## src/rtl/pool_frame_sched_if.sv

```systemverilog
// Handshake/bus bundle between the pool frame sequencer and its environment.
// Ports: start/hold/pool_out_valid in; read/pool/write strobes, busy/done/err out.
interface pool_frame_sched_if #(
  parameter int SRC_ADDR_W = 10,
  parameter int DST_ADDR_W = 8
);
  logic                  start;
  logic                  hold;
  logic                  src_rd_en;
  logic [SRC_ADDR_W-1:0] src_rd_addr;
  logic                  pool_valid_in;
  logic                  pool_out_valid;
  logic                  dst_wr_en;
  logic [DST_ADDR_W-1:0] dst_wr_addr;
  logic                  busy;
  logic                  done;
  logic                  err;

  modport master (
    output start, hold, pool_out_valid,
    input  src_rd_en, src_rd_addr, pool_valid_in,
    input  dst_wr_en, dst_wr_addr, busy, done, err
  );

  modport slave (
    input  start, hold, pool_out_valid,
    output src_rd_en, src_rd_addr, pool_valid_in,
    output dst_wr_en, dst_wr_addr, busy, done, err
  );
endinterface

```

## src/rtl/pool_frame_sched.sv

```systemverilog
// Frame sequencer for the 2x2 max-pool: raster source reads, dest writes.
// Ports: clk, rst_n (async low), bus (slave): start/hold in, strobes/status out.
module pool_frame_sched #(
  parameter int IN_WIDTH      = 24,
  parameter int IN_HEIGHT     = 24,
  parameter int SRC_ADDR_W    = 10,
  parameter int DST_ADDR_W    = 8,
  parameter int DRAIN_TIMEOUT = 8
) (
  input  logic               clk,
  input  logic               rst_n,
  pool_frame_sched_if.slave  bus
);
  localparam int N_IN  = IN_WIDTH * IN_HEIGHT;
  localparam int N_OUT = N_IN / 4;
  localparam int TW    = $clog2(DRAIN_TIMEOUT + 1);
  localparam int OW    = DST_ADDR_W + 1;

  localparam logic [SRC_ADDR_W-1:0] RD_LAST  = SRC_ADDR_W'(N_IN - 1);
  localparam logic [OW-1:0]         OUT_LAST = OW'(N_OUT - 1);
  localparam logic [OW-1:0]         OUT_FULL = OW'(N_OUT);
  localparam logic [TW-1:0]         TMO_LAST = TW'(DRAIN_TIMEOUT - 1);

  typedef enum logic [1:0] {
    IDLE,
    RUN,
    DRAIN,
    DONE
  } state_t;

  state_t                state;
  logic [SRC_ADDR_W-1:0] rd_cnt;
  logic [OW-1:0]         out_cnt;
  logic [TW-1:0]         tmo;

  // Writes are accepted in every non-idle state so the final pooled
  // output, which can land as DRAIN exits, is never dropped.
  assign bus.dst_wr_en   = bus.pool_out_valid & (state != IDLE);
  assign bus.dst_wr_addr = out_cnt[DST_ADDR_W-1:0];

  always_ff @(posedge clk or negedge rst_n) begin
    if (!rst_n) begin
      state             <= IDLE;
      rd_cnt            <= '0;
      out_cnt           <= '0;
      tmo               <= '0;
      bus.src_rd_en     <= 1'b0;
      bus.src_rd_addr   <= '0;
      bus.pool_valid_in <= 1'b0;
      bus.busy          <= 1'b0;
      bus.done          <= 1'b0;
      bus.err           <= 1'b0;
    end else begin
      bus.src_rd_en     <= 1'b0;
      bus.done          <= 1'b0;
      bus.pool_valid_in <= bus.src_rd_en;

      if (bus.dst_wr_en) begin
        if (out_cnt == OUT_FULL) bus.err <= 1'b1;
        else out_cnt <= out_cnt + 1'b1;
      end

      if (bus.pool_out_valid && state == IDLE)
        bus.err <= 1'b1;

      unique case (state)
        IDLE: begin
          if (bus.start) begin
            state   <= RUN;
            bus.busy <= 1'b1;
            rd_cnt  <= '0;
            out_cnt <= '0;
            tmo     <= '0;
            bus.err <= 1'b0;
            // Issue pixel 0 on the accepting edge so the first read
            // lands one cycle after start.
            if (!bus.hold) begin
              bus.src_rd_en   <= 1'b1;
              bus.src_rd_addr <= '0;
              rd_cnt          <= SRC_ADDR_W'(1);
            end
          end
        end
        RUN: begin
          if (!bus.hold) begin
            bus.src_rd_en   <= 1'b1;
            bus.src_rd_addr <= rd_cnt;
            rd_cnt          <= rd_cnt + 1'b1;
            if (rd_cnt == RD_LAST) begin
              state <= DRAIN;
              tmo   <= '0;
            end
          end
        end
        DRAIN: begin
          if (bus.pool_out_valid) begin
            tmo <= '0;
            if (out_cnt == OUT_LAST) begin
              state    <= DONE;
              bus.done <= 1'b1;
            end
          end else if (tmo == TMO_LAST) begin
            bus.err  <= 1'b1;
            state    <= DONE;
            bus.done <= 1'b1;
          end else begin
            tmo <= tmo + 1'b1;
          end
        end
        DONE: begin
          state    <= IDLE;
          bus.busy <= 1'b0;
        end
        default: state <= IDLE;
      endcase
    end
  end
endmodule

```

## src/flat_wrapper.sv

```systemverilog
// flat-port wrapper written by rule: the top's interface ports become plain ports
module pool_frame_sched_flat 
#(
  parameter int IN_WIDTH      = 24,
  parameter int IN_HEIGHT     = 24,
  parameter int SRC_ADDR_W    = 10,
  parameter int DST_ADDR_W    = 8,
  parameter int DRAIN_TIMEOUT = 8
)
  (clk, rst_n, bus_start, bus_hold, bus_pool_out_valid, bus_src_rd_en, bus_src_rd_addr, bus_pool_valid_in, bus_dst_wr_en, bus_dst_wr_addr, bus_busy, bus_done, bus_err);
  pool_frame_sched_if #(.SRC_ADDR_W(SRC_ADDR_W), .DST_ADDR_W(DST_ADDR_W)) bus_i ();
  input  logic clk;
  input  logic rst_n;
  input wire logic [$bits(bus_i.start)-1:0] bus_start;
  input wire logic [$bits(bus_i.hold)-1:0] bus_hold;
  input wire logic [$bits(bus_i.pool_out_valid)-1:0] bus_pool_out_valid;
  output wire logic [$bits(bus_i.src_rd_en)-1:0] bus_src_rd_en;
  output wire logic [$bits(bus_i.src_rd_addr)-1:0] bus_src_rd_addr;
  output wire logic [$bits(bus_i.pool_valid_in)-1:0] bus_pool_valid_in;
  output wire logic [$bits(bus_i.dst_wr_en)-1:0] bus_dst_wr_en;
  output wire logic [$bits(bus_i.dst_wr_addr)-1:0] bus_dst_wr_addr;
  output wire logic [$bits(bus_i.busy)-1:0] bus_busy;
  output wire logic [$bits(bus_i.done)-1:0] bus_done;
  output wire logic [$bits(bus_i.err)-1:0] bus_err;
  assign bus_i.start = bus_start;
  assign bus_i.hold = bus_hold;
  assign bus_i.pool_out_valid = bus_pool_out_valid;
  assign bus_src_rd_en = bus_i.src_rd_en;
  assign bus_src_rd_addr = bus_i.src_rd_addr;
  assign bus_pool_valid_in = bus_i.pool_valid_in;
  assign bus_dst_wr_en = bus_i.dst_wr_en;
  assign bus_dst_wr_addr = bus_i.dst_wr_addr;
  assign bus_busy = bus_i.busy;
  assign bus_done = bus_i.done;
  assign bus_err = bus_i.err;
  pool_frame_sched #(.IN_WIDTH(IN_WIDTH), .IN_HEIGHT(IN_HEIGHT), .SRC_ADDR_W(SRC_ADDR_W), .DST_ADDR_W(DST_ADDR_W), .DRAIN_TIMEOUT(DRAIN_TIMEOUT)) u_core (.clk(clk), .rst_n(rst_n), .bus(bus_i));
endmodule
```

## config.mk

```make
export PLATFORM = sky130hd
export DESIGN_NAME = pool_frame_sched_flat
export DESIGN_NICKNAME = d
export VERILOG_FILES = /design/src/rtl/pool_frame_sched_if.sv /design/src/rtl/pool_frame_sched.sv /design/src/flat_wrapper.sv
export SDC_FILE = /design/constraint.sdc
export NUM_CORES = 1
export LEC_CHECK = 0
export ABC_AREA = 1
export BUFFER_PORTS_ARGS = -buffer_cell sky130_fd_sc_hd__buf_2
export CAP_MARGIN = 20
export CORE_ASPECT_RATIO = 1.1
export CORE_MARGIN = 4
export CORE_UTILIZATION = 45
export DETAILED_ROUTE_END_ITERATION = 7
export SYNTH_ARGS = -nofsm -noshare
export SYNTH_HDL_FRONTEND = slang
export SYNTH_SLANG_ARGS = --single-unit
```

## constraint.sdc

```tcl
create_clock -name clk -period 2.3 [get_ports clk]
set_input_delay 0.23 -clock clk [delete_from_list [all_inputs] [get_ports clk]]
set_output_delay 0.23 -clock clk [all_outputs]
set_load 0.05 [all_outputs]
```

# Word level (Yosys, flattened, before mapping)
# Cells that the tools add are included.
[word_totals] in_bits=5 latchBits=0 reg_bits=40 mem_bits_rw=0 n_memories=0 word_cells=80 rom_bits=0
[classes] n_div=0 n_bitwise=1 addsub=3 magnitude_cmp=0 shift=0 n_eq_ne=14 mux=41 mul=0 n_reduce_logical=11
[ops] operator="10-bit 2-to-1 mux" n=5
[ops] operator="10-bit one-hot mux with 2 select lines" n=2
[ops] operator="9-bit 2-to-1 mux" n=4
[ops] operator="4-bit 2-to-1 mux" n=5
[ops] operator="9-bit by 8-bit == test with 1-bit output, second input constant" n=2
[ops] operator="1-bit 2-to-1 mux" n=14
[ops] operator="2-bit 2-to-1 mux" n=6
[ops] operator="4-bit one-hot mux with 3 select lines" n=1
[ops] operator="10-bit by 1-bit adder with 10-bit output, second input constant" n=1
[ops] operator="10-bit == test, second input constant" n=1
[ops] operator="5-bit AND reduction" n=2
[ops] operator="9-bit by 1-bit adder with 9-bit output, second input constant" n=1
[ops] operator="2-bit one-hot mux with 4 select lines" n=1
[ops] operator="2-bit inequality test, second input constant" n=3
[ops] operator="3-bit by 2-bit inequality test with 1-bit output, second input constant" n=2
[ops] operator="1-bit one-hot mux with 2 select lines" n=3
[ops] operator="2-bit nonzero test" n=3
[ops] operator="4-bit by 1-bit adder with 4-bit output, second input constant" n=1
[ops] operator="2-bit == test, second input constant" n=2
[ops] operator="4-bit by 3-bit == test with 1-bit output, second input constant" n=1
[ops] operator="4-bit AND reduction" n=1
[ops] operator="3-bit inequality test, second input constant" n=1
[ops] operator="3-bit AND reduction" n=1
[ops] operator="3-bit nonzero test" n=1
[ops] operator="6 further kinds" n=6

# Logic depth before layout (Yosys ltp)
# Gate-level depths: netlist (run 1).
[logic_depth] ltp_word=7 mapped_depth=10 ltp_nobuf=10

# Worst setup path after synthesis (run 1)
# Ideal clock, no wire load.
[synth_path] path_kind="register to register" start="register u_core.state[0]" end="register u_core.out_cnt[0]" slack_ps=756 stages_incl_launch_ff=9 path_buffers=0 t_arrival_ps=1425 cell_sequence="dfrtp_1 > inv_1 > ha_1 > inv_1 > nand2_1 > inv_2 > nand2_1 > o21ai_0 > nor2_1"
[synth_via] elab_chain_cells=5
[synth_rtl] element="start, declared" line_no="pool_frame_sched.sv:31" rtl="state_t state;"
[synth_rtl] element="start signal, assigned" line_no="pool_frame_sched.sv:43" rtl="state <= IDLE;"
[synth_rtl] element="start signal, assigned" line_no="pool_frame_sched.sv:69" rtl="state <= RUN;"
[synth_rtl] element="start signal, assigned" line_no="pool_frame_sched.sv:90" rtl="state <= DRAIN;"
[synth_rtl] element="2-bit nonzero test *" line_no="pool_frame_sched.sv:38" rtl="assign bus.dst_wr_en = bus.pool_out_valid & (state != IDLE);"
[synth_rtl] element="1-bit bitwise AND *" line_no="pool_frame_sched.sv:38"
[synth_rtl] element="net bus_dst_wr_en" line_no="flat_wrapper.sv:20" rtl="output wire logic [$bits(bus_i.dst_wr_en)-1:0] bus_dst_wr_en;"
[synth_rtl] element="9-bit 2-to-1 mux *" line_no="pool_frame_sched.sv:58" rtl="if (bus.dst_wr_en) begin"
[synth_rtl] element="9-bit 2-to-1 mux" line_no="pool_frame_sched.sv:68" rtl="if (bus.start) begin"
[synth_rtl] element="9-bit 2-to-1 mux *" line_no="pool_frame_sched.sv:66" rtl="unique case (state)"
[synth_rtl] element="end signal, assigned" line_no="pool_frame_sched.sv:60" rtl="else out_cnt <= out_cnt + 1'b1;"
[synth_rtl] element="end, declared" line_no="pool_frame_sched.sv:33" rtl="logic [OW-1:0] out_cnt;"
# The timed path passes the listed nets; every way through them passes the cells marked *.
# A chain may end at the register's enable or synchronous reset.

# Final worst setup path (run 1)
[layout_path] start="register u_core.state[0]" end="output bus_dst_wr_en"
[layout_via] elab_chain_cells=2
[layout_rtl] element="2-bit nonzero test" line_no="pool_frame_sched.sv:38"
[layout_rtl] element="1-bit bitwise AND" line_no="pool_frame_sched.sv:38"
[layout_rtl] element="end, declared" line_no="flat_wrapper.sv:20"
# No other way between the ends.

==> summary.txt, run 1 <==
Status
  • Status: complete, no violations

Drt
  • Starting DRC count in detailed routing: between 100 and 150
  • DRC viols: 0
  • Via density: 5.01
  • DR WL/cell: 11.9 µm
  • Drt pass-1 iters: 5
  • Vias: 1933
  • DRT Wirelength: about 4600 µm
  • Number of routed nets with antenna violations: 0

GRT
  • GR Overflow Total: 0
  • Vias in the first global route: 1766
  • First-pass GRT wire length: 8160 µm
  • Antenna violations before repair: 0
  • Total GRT Usage: 17.1%
  • Largest net degree at the start of global routing: 41

Clock tree
  • Clk_lat worst skew: 0.29 ns
  • TritonCTS clock tree: built
  • PostCTS Resize Cnt: 0
  • Max Buffers Root-to-Sink: 2
  • Post-CTS Setup Inserts: 0
  • Hold_buf cts: 0
  • CTS clk-pin slew, worst paths: 0.09 ns
  • H-tree levels: 2
  • Clock net sink count: 40
  • CTS buffer count: 5
  • Root buf cell: clkbuf_8

Final layout
  • Commonest non-fill, non-tap cell in the layout: nand2_1
  • Post-route cell area: between 0.002 and 0.003 mm²
  • # nets final: 342
  • Diodes inserted: 0
  • Layout area overhead: 11.4%
  • Layout cells sized above 1: 14.8%
  • Most frequent cells in the layout: nand2_1 (80), inv_1 (46), dfrtp_1 (40), nor2_1 (31), buf_2 (28)

STA
  • Final Max Tran Viols: 0
  • RSZ-0062 raised after global routing: false
  • Slew of the pin with the lowest slew margin: 0.888 ns
  • Setup TNS: 0 ns
  • Hold Violations, Final: 0
  • Max transition margin: 40.8%
  • Final period util: 86.0%
  • Final setup viols: 0
  • Worst Skew: 0.00679 ns
  • Tmin final: 1.98 ns
  • Max frequency: 0.506 GHz

Setup path
  • Startpoint types: register
  • Required @ worst endpoint: around 2.1 ns
  • CP max stage delay: 0.40 ns
  • Top fanout value on the critical path: 10
  • CP max-delay cell: dfrtp_1
  • FF-to-FF End: u_core.bus.src_rd_addr[9]$_DFFE_PN0P_
  • Worst r2r path cells: 8
  • Top Family by Delay on Critical Path: buffers and inverters
  • Buf+Inv Stages, Crit Path: 4
  • Crit path capture type: output pin
  • Crit-path cells: inv_1, ha_1, inv_1, nand2_1, inv_2, buf_2
  • CP Class: register to output pin
  • Reg2Reg Launch Point: u_core.state[1]$_DFFE_PN0P_
  • WP data arrival: 1.75 ns
  • Reg-to-reg setup timing slack: 0.38 ns
  • Crit path top cell by count: inv_1

Synth
  • #FFs+latches synth: 40
  • Mapped Nets: ~320
  • Netlist cell types: 24
  • Mean Syn Cell Area: 7.41 µm²
  • Cells after synthesis: 304
  • Cell taking the most area after synthesis: dfrtp_1
  • Synth top area share: between 40% and 50%
  • Post-Synthesis Cell Area: 0.00225 mm²
  • Ys Warns: 0
  • Largest cells by area after synthesis: dfrtp_1 (44%), nand2_1 (13%), inv_1 (7.7%)
  • Sequential area share after synthesis: 44.4%

Worst hold path
  • Worst min path class: primary input to async pin

Floorplan
  • Die width: 75.5 µm
  • Initial Util: 47.4%
  • CORE AREA: roughly 0.0047 mm²
  • I/O pins: 29
  • Row count: 26
  • Die area: 0.00621 mm²
  • Die Ht: 82.2 µm

Placement
  • Placer Congestion: ~0.8
  • I/O Buffers: 28
  • DP Wirelength: 3410 µm
  • Placed cell areas: 0.00239 mm²

Pwr
  • Max IR drop VDD: between 0.0006 and 0.0007 V
  • Lkg Pwr: 1.36 nW
  • Pwr dens: 1130 mW/mm²

Run
  • MaxCap Viol Count: 0
-- cells in the mapped netlist --
master     n
nand3_1   25
or2_2      2
buf_2      2
nor2_1    31
buf_4      9
o21bai_1   1
ha_1       8
nor3_2     2
clkinv_1   1
nand2_2    4
nand4_1    9
xor2_1     2
o21ai_0   17
a21oi_1    5
nand2_1   80
o21ai_1   10
nor4_1     1
dfrtp_1   40
inv_1     46
clkinv_2   1
a211oi_1   2
nor3_1     3
o21ai_2    1
inv_2      2
-- sequential cells by signal, indices dropped and copies added (netlist names) --
signal                    cells
u_core.bus.src_rd_addr       10
u_core.out_cnt                9
u_core.bus.src_rd_en          1
u_core.state                  2
u_core.bus.done               1
u_core.bus.err                1
u_core.bus.busy               1
u_core.tmo                    4
u_core.bus.pool_valid_in      1
u_core.rd_cnt                10
-- power breakdown --
group          total (mW)  internal [mW]  switching, mW  leakage (nW)
clock               0.599          0.327          0.271        0.0583
combinational        1.26          0.322          0.939         0.770
sequential          0.974          0.840          0.134         0.537
total                2.83           1.49           1.34          1.36
-- cell families (layout without fill, tap and decap cells) --
logic type               after synthesis  count (layout)  synth area share, %
AO/OA/AOI/OAI                         36              36                 8.50
XOR/XNOR                               2               2                0.777
adder cells (fa/ha/maj)                8               8                 4.44
buffers and inverters                 61              87                 11.8
flip-flops                            40              40                 44.4
AND/OR/NAND/NOR                      157             157                 30.0
-- area by class of cell --
cell class / count / area, µm²
Multi-Input combinational cell: 203 / 986
Timing Repair Buffer: 29 / 148
Inverter: 50 / 189
Sequential cell: 40 / 1000
Tap cell: 56 / 70.1
Clock buffer: 5 / 68.8
Fill cell: 470 / 2240
Clock inverter: 3 / 47.5
-- routing by layer --
| metal | part of all wire [%] | GRT usage, % | routed length [µm] |
|---|---|---|---|
| met1 | 50 | 24.8 | 2330 |
| met2 | 43 | 25.4 | 1990 |
| met3 | 5.2 | 4.24 | 241 |
| met4 | 0.96 | 4.72 | 44 |
| met5 | 0 | 0 | 0 |
-- worst max-delay path by stage --
stage | start | endpoint | slack, ns | depth (start not counted)
final | u_core.state[0]$_DFFE_PN0P_ | bus_dst_wr_en | 0.32 | 6
after global routing | u_core.state[1]$_DFFE_PN0P_ | u_core.bus.src_rd_addr[9]$_DFFE_PN0P_ | 0.18 | 8
after CTS | u_core.state[0]$_DFFE_PN0P_ | bus_dst_wr_en | 0.31 | 6
after detailed placement | u_core.state[1]$_DFFE_PN0P_ | u_core.bus.src_rd_addr[1]$_DFFE_PN0P_ | 0.41 | 8
after global placement | u_core.state[1]$_DFFE_PN0P_ | u_core.bus.src_rd_addr[6]$_DFFE_PN0P_ | 0.45 | 8
after floorplan | u_core.state[0]$_DFFE_PN0P_ | u_core.out_cnt[0]$_DFF_PN0_ | 0.76 | 8
-- worst reg2reg max path, delay by kind of cell (launching register included) --
family	cells	cell delay, ns
flops	1	0.42
fa+ha+maj	1	0.48
simple gates	2	0.28
compound gates	2	0.34
buf+inv	3	0.34
-- metrics by stage --
step / setup slack, ns / hold slack [ns] / instances / power [mW] / utilization, %
2_1_floorplan: 0.756 / -0.0656 / 304 / 2.04 / -
3_3_place_gp: 0.448 / 0.373 / 378 / 2.25 / 50.4
3_5_place_dp: 0.415 / 0.360 / 378 / 2.26 / 50.4
4_1_cts: 0.305 / 0.0952 / 386 / 2.86 / 52.8
5_1_grt: 0.179 / 0.126 / 386 / 3.08 / 52.8
6_report: 0.322 / 0.0556 / 386 / 2.83 / 52.8
No activity file was read; power rests on OpenSTA's default activity.
==> run 2, diff against run 1 <==
--- a/config.mk
+++ b/config.mk
@@ -8,7 +8,6 @@
 export ABC_AREA = 1
 export BUFFER_PORTS_ARGS = -buffer_cell sky130_fd_sc_hd__buf_2
 export CAP_MARGIN = 20
-export CORE_ASPECT_RATIO = 1.1
 export CORE_MARGIN = 4
 export CORE_UTILIZATION = 45
 export DETAILED_ROUTE_END_ITERATION = 7
==> summary.txt, run 2 (synthesis gave the netlist of run 1 again) <==
Status
  • Status: complete, no violations

Clock tree
  • H-tree levels: 2 (unchanged)
  • TritonCTS clock tree: built
  • Post-CTS Setup Inserts: 0 (unchanged)
  • Max Buffers Root-to-Sink: 2 (unchanged)
  • CTS clk-pin slew, worst paths: 0.09 ns (about the same)
  • Root buf cell: clkbuf_8
  • CTS buffer count: 5 (unchanged)
  • PostCTS Resize Cnt: 0 (unchanged)
  • Clk_lat worst skew: 0.29 ns (about the same)
  • Hold_buf cts: 0 (unchanged)
  • Clock net sink count: 40 (unchanged)

Pwr
  • Overall power: 2.85 mW (+0.71%)
  • Switching power: 1.35 mW (+0.73%)
  • Max IR drop VDD: 0.000746 V (+7.0%)
  • Pint: 1.50 mW (+0.68%)
  • Lkg Pwr: 1.37 nW (+0.11%)
  • Pwr dens: 1130 mW/mm² (about the same)
  • Power share of the combinational group: 44.8% (+0.3 points)
  • Flop pwr share: 34.3% (about the same)
  • Sw frac: 47.4% (about the same)
  • Clock share of power: 20.9% (-0.2 points)

Setup path
  • Crit path capture type: output pin
  • Worst r2r path cells: 8 (unchanged)
  • Top fanout value on the critical path: 10 (unchanged)
  • WP data arrival: 1.75 ns (about the same)
  • Reg-to-reg setup timing slack: 0.56 ns (+0.18 ns)
  • Startpoint types: register
  • Required @ worst endpoint: 2.07 ns (about the same)
  • FF-to-FF End: u_core.bus.src_rd_addr[6]$_DFFE_PN0P_
  • Critical Path Start: u_core.state[0]$_DFFE_PN0P_
  • CP Class: register to output pin
  • Reg2Reg Launch Point: u_core.state[0]$_DFFE_PN0P_

GRT
  • Largest net degree at the start of global routing: 41 (unchanged)
  • First-pass GRT wire length: 8140 µm (-0.25%)
  • Antenna violations before repair: 0 (unchanged)
  • Vias in the first global route: 1747 (-1.1%)
  • Total GRT Usage: 16.6% (-0.52 points)
  • GR Overflow Total: 0 (unchanged)

Placement
  • DP Wirelength: 3460 µm (+1.6%)
  • Placer Congestion: 0.849 (+7.9%)
  • I/O Buffers: 28 (unchanged)

Final layout
  • Largest regs: u_core.bus.src_rd_addr: 10 flops, u_core.rd_cnt: 10 flops, u_core.out_cnt: 9 flops
  • Layout cells sized above 1: 15.1% (+0.26 points)
  • Sequential cell area: 0.00100 mm² (unchanged)
  • Diodes inserted: 0 (unchanged)
  • Layout area overhead: 12.3%
  • # nets final: 343 (+0.29%)
  • Commonest non-fill, non-tap cell in the layout: nand2_1
  • Area of the multi-input gates: 986 µm² (unchanged)
  • Fill count: 498 (+6.0%)
  • Most frequent cells in the layout: nand2_1 (80), inv_1 (46), dfrtp_1 (40), nor2_1 (31), buf_2 (28)

Drt
  • Drt pass-1 iters: 4 (-1)
  • DR WL/cell: 11.7 µm (-1.8%)
  • Starting DRC count in detailed routing: 145 (+26%)
  • DRT Wirelength: 4660 µm (+1.2%)
  • Vias: 1910 (-1.2%)
  • Via density: 4.80 (-4.2%)
  • Number of routed nets with antenna violations: 0 (unchanged)
  • DRC viols: 0 (unchanged)

STA
  • Max frequency: 0.506 GHz (about the same)
  • Final period util: 86.0% (about the same)
  • Worst Skew: 0.00540 ns (-0.00139 ns)
  • Final Max Tran Viols: 0 (unchanged)
  • RSZ-0062 raised after global routing: false
  • Max transition margin: 40.6% (-0.19 points)
  • Final setup viols: 0 (unchanged)
  • Tmin final: 1.98 ns (-0.000573 ns)
  • Setup TNS: 0 ns (unchanged)
  • Hold Violations, Final: 0 (unchanged)
  • Slew of the pin with the lowest slew margin: 0.891 ns (+0.00290 ns)

Run
  • MaxCap Viol Count: 0 (unchanged)

Floorplan
  • Die Ht: 78.8 µm (-4.2%)
  • CORE AREA: 0.00479 mm² (+0.76%)
  • Initial Util: 47.1% (-0.36 points)
  • Row count: 25 (-3.8%)
  • I/O pins: 29 (unchanged)
  • Die width: 78.8 µm (+4.4%)
  • Die area: 0.00620 mm² (about the same)

Worst hold path
  • Worst min path class: primary input to async pin
==> run 2: cell count changes in the layout (fill, tap and decap cells not counted) <==
cell / change
clkinv_4: -2
buf_4: +1
clkinvlp_4: +1
inv_6: +1
==> run 2: how the worst max path moves through the flow <==
stage,to,slack (ns)
floorplan,u_core.out_cnt[0]$_DFF_PN0_,0.76
global placement,u_core.bus.src_rd_addr[8]$_DFFE_PN0P_,0.59
detailed placement,u_core.bus.src_rd_addr[6]$_DFFE_PN0P_,0.53
CTS,bus_dst_wr_en,0.31
global route,bus_dst_wr_en,0.20
finish,bus_dst_wr_en,0.32
==> run 2: power groups by stage <==
stage	logic (mW)	registers, mW	clock network, mW
detailed placement	1.28	0.990	0
CTS	1.29	0.976	0.618
global route	1.43	1.00	0.643
finish	1.28	0.978	0.597
global placement	1.28	0.992	0
floorplan	0.922	1.11	0
==> run 2: final cells by class <==
cell class,instances,share of cell area [%]
clock buffer,5,2.72
clock inverter,3,1.83
inverter,50,7.47
multi-input combinational,203,39.0
sequential,40,39.6
tap,67,3.31
timing repair buffer,30,6.13
==> run 2: critical path, cell delays in order, from the launching register on <==
cell	delay, ns
dfrtp_1	0.40
inv_1	0.08
ha_1	0.24
inv_1	0.13
nand2_1	0.14
inv_2	0.17
buf_2	0.29
==> run 2: per-stage QoR <==
stage	std cells	instance area, µm²	setup WS, ns	util (%)	hold slack [ns]
after CTS	398	2530	0.308	52.9	0.0882
after global routing	398	2530	0.203	52.9	0.114
after detailed placement	390	2410	0.534	50.5	0.412
after global placement	390	2410	0.593	50.5	0.411
after floorplan	304	2250	0.756	-	-0.0656
final	398	2530	0.322	52.9	0.0428
==> run 2: metal layers <==
metal | up-vias | track usage (%) | part of all wire, %
li1 | 1012 | - | -
met1 | 860 | 24.9 | 54
met2 | 32 | 24.4 | 40
met3 | 6 | 3.17 | 4.4
met4 | 0 | 4.72 | 1.2
met5 | - | 0 | 0
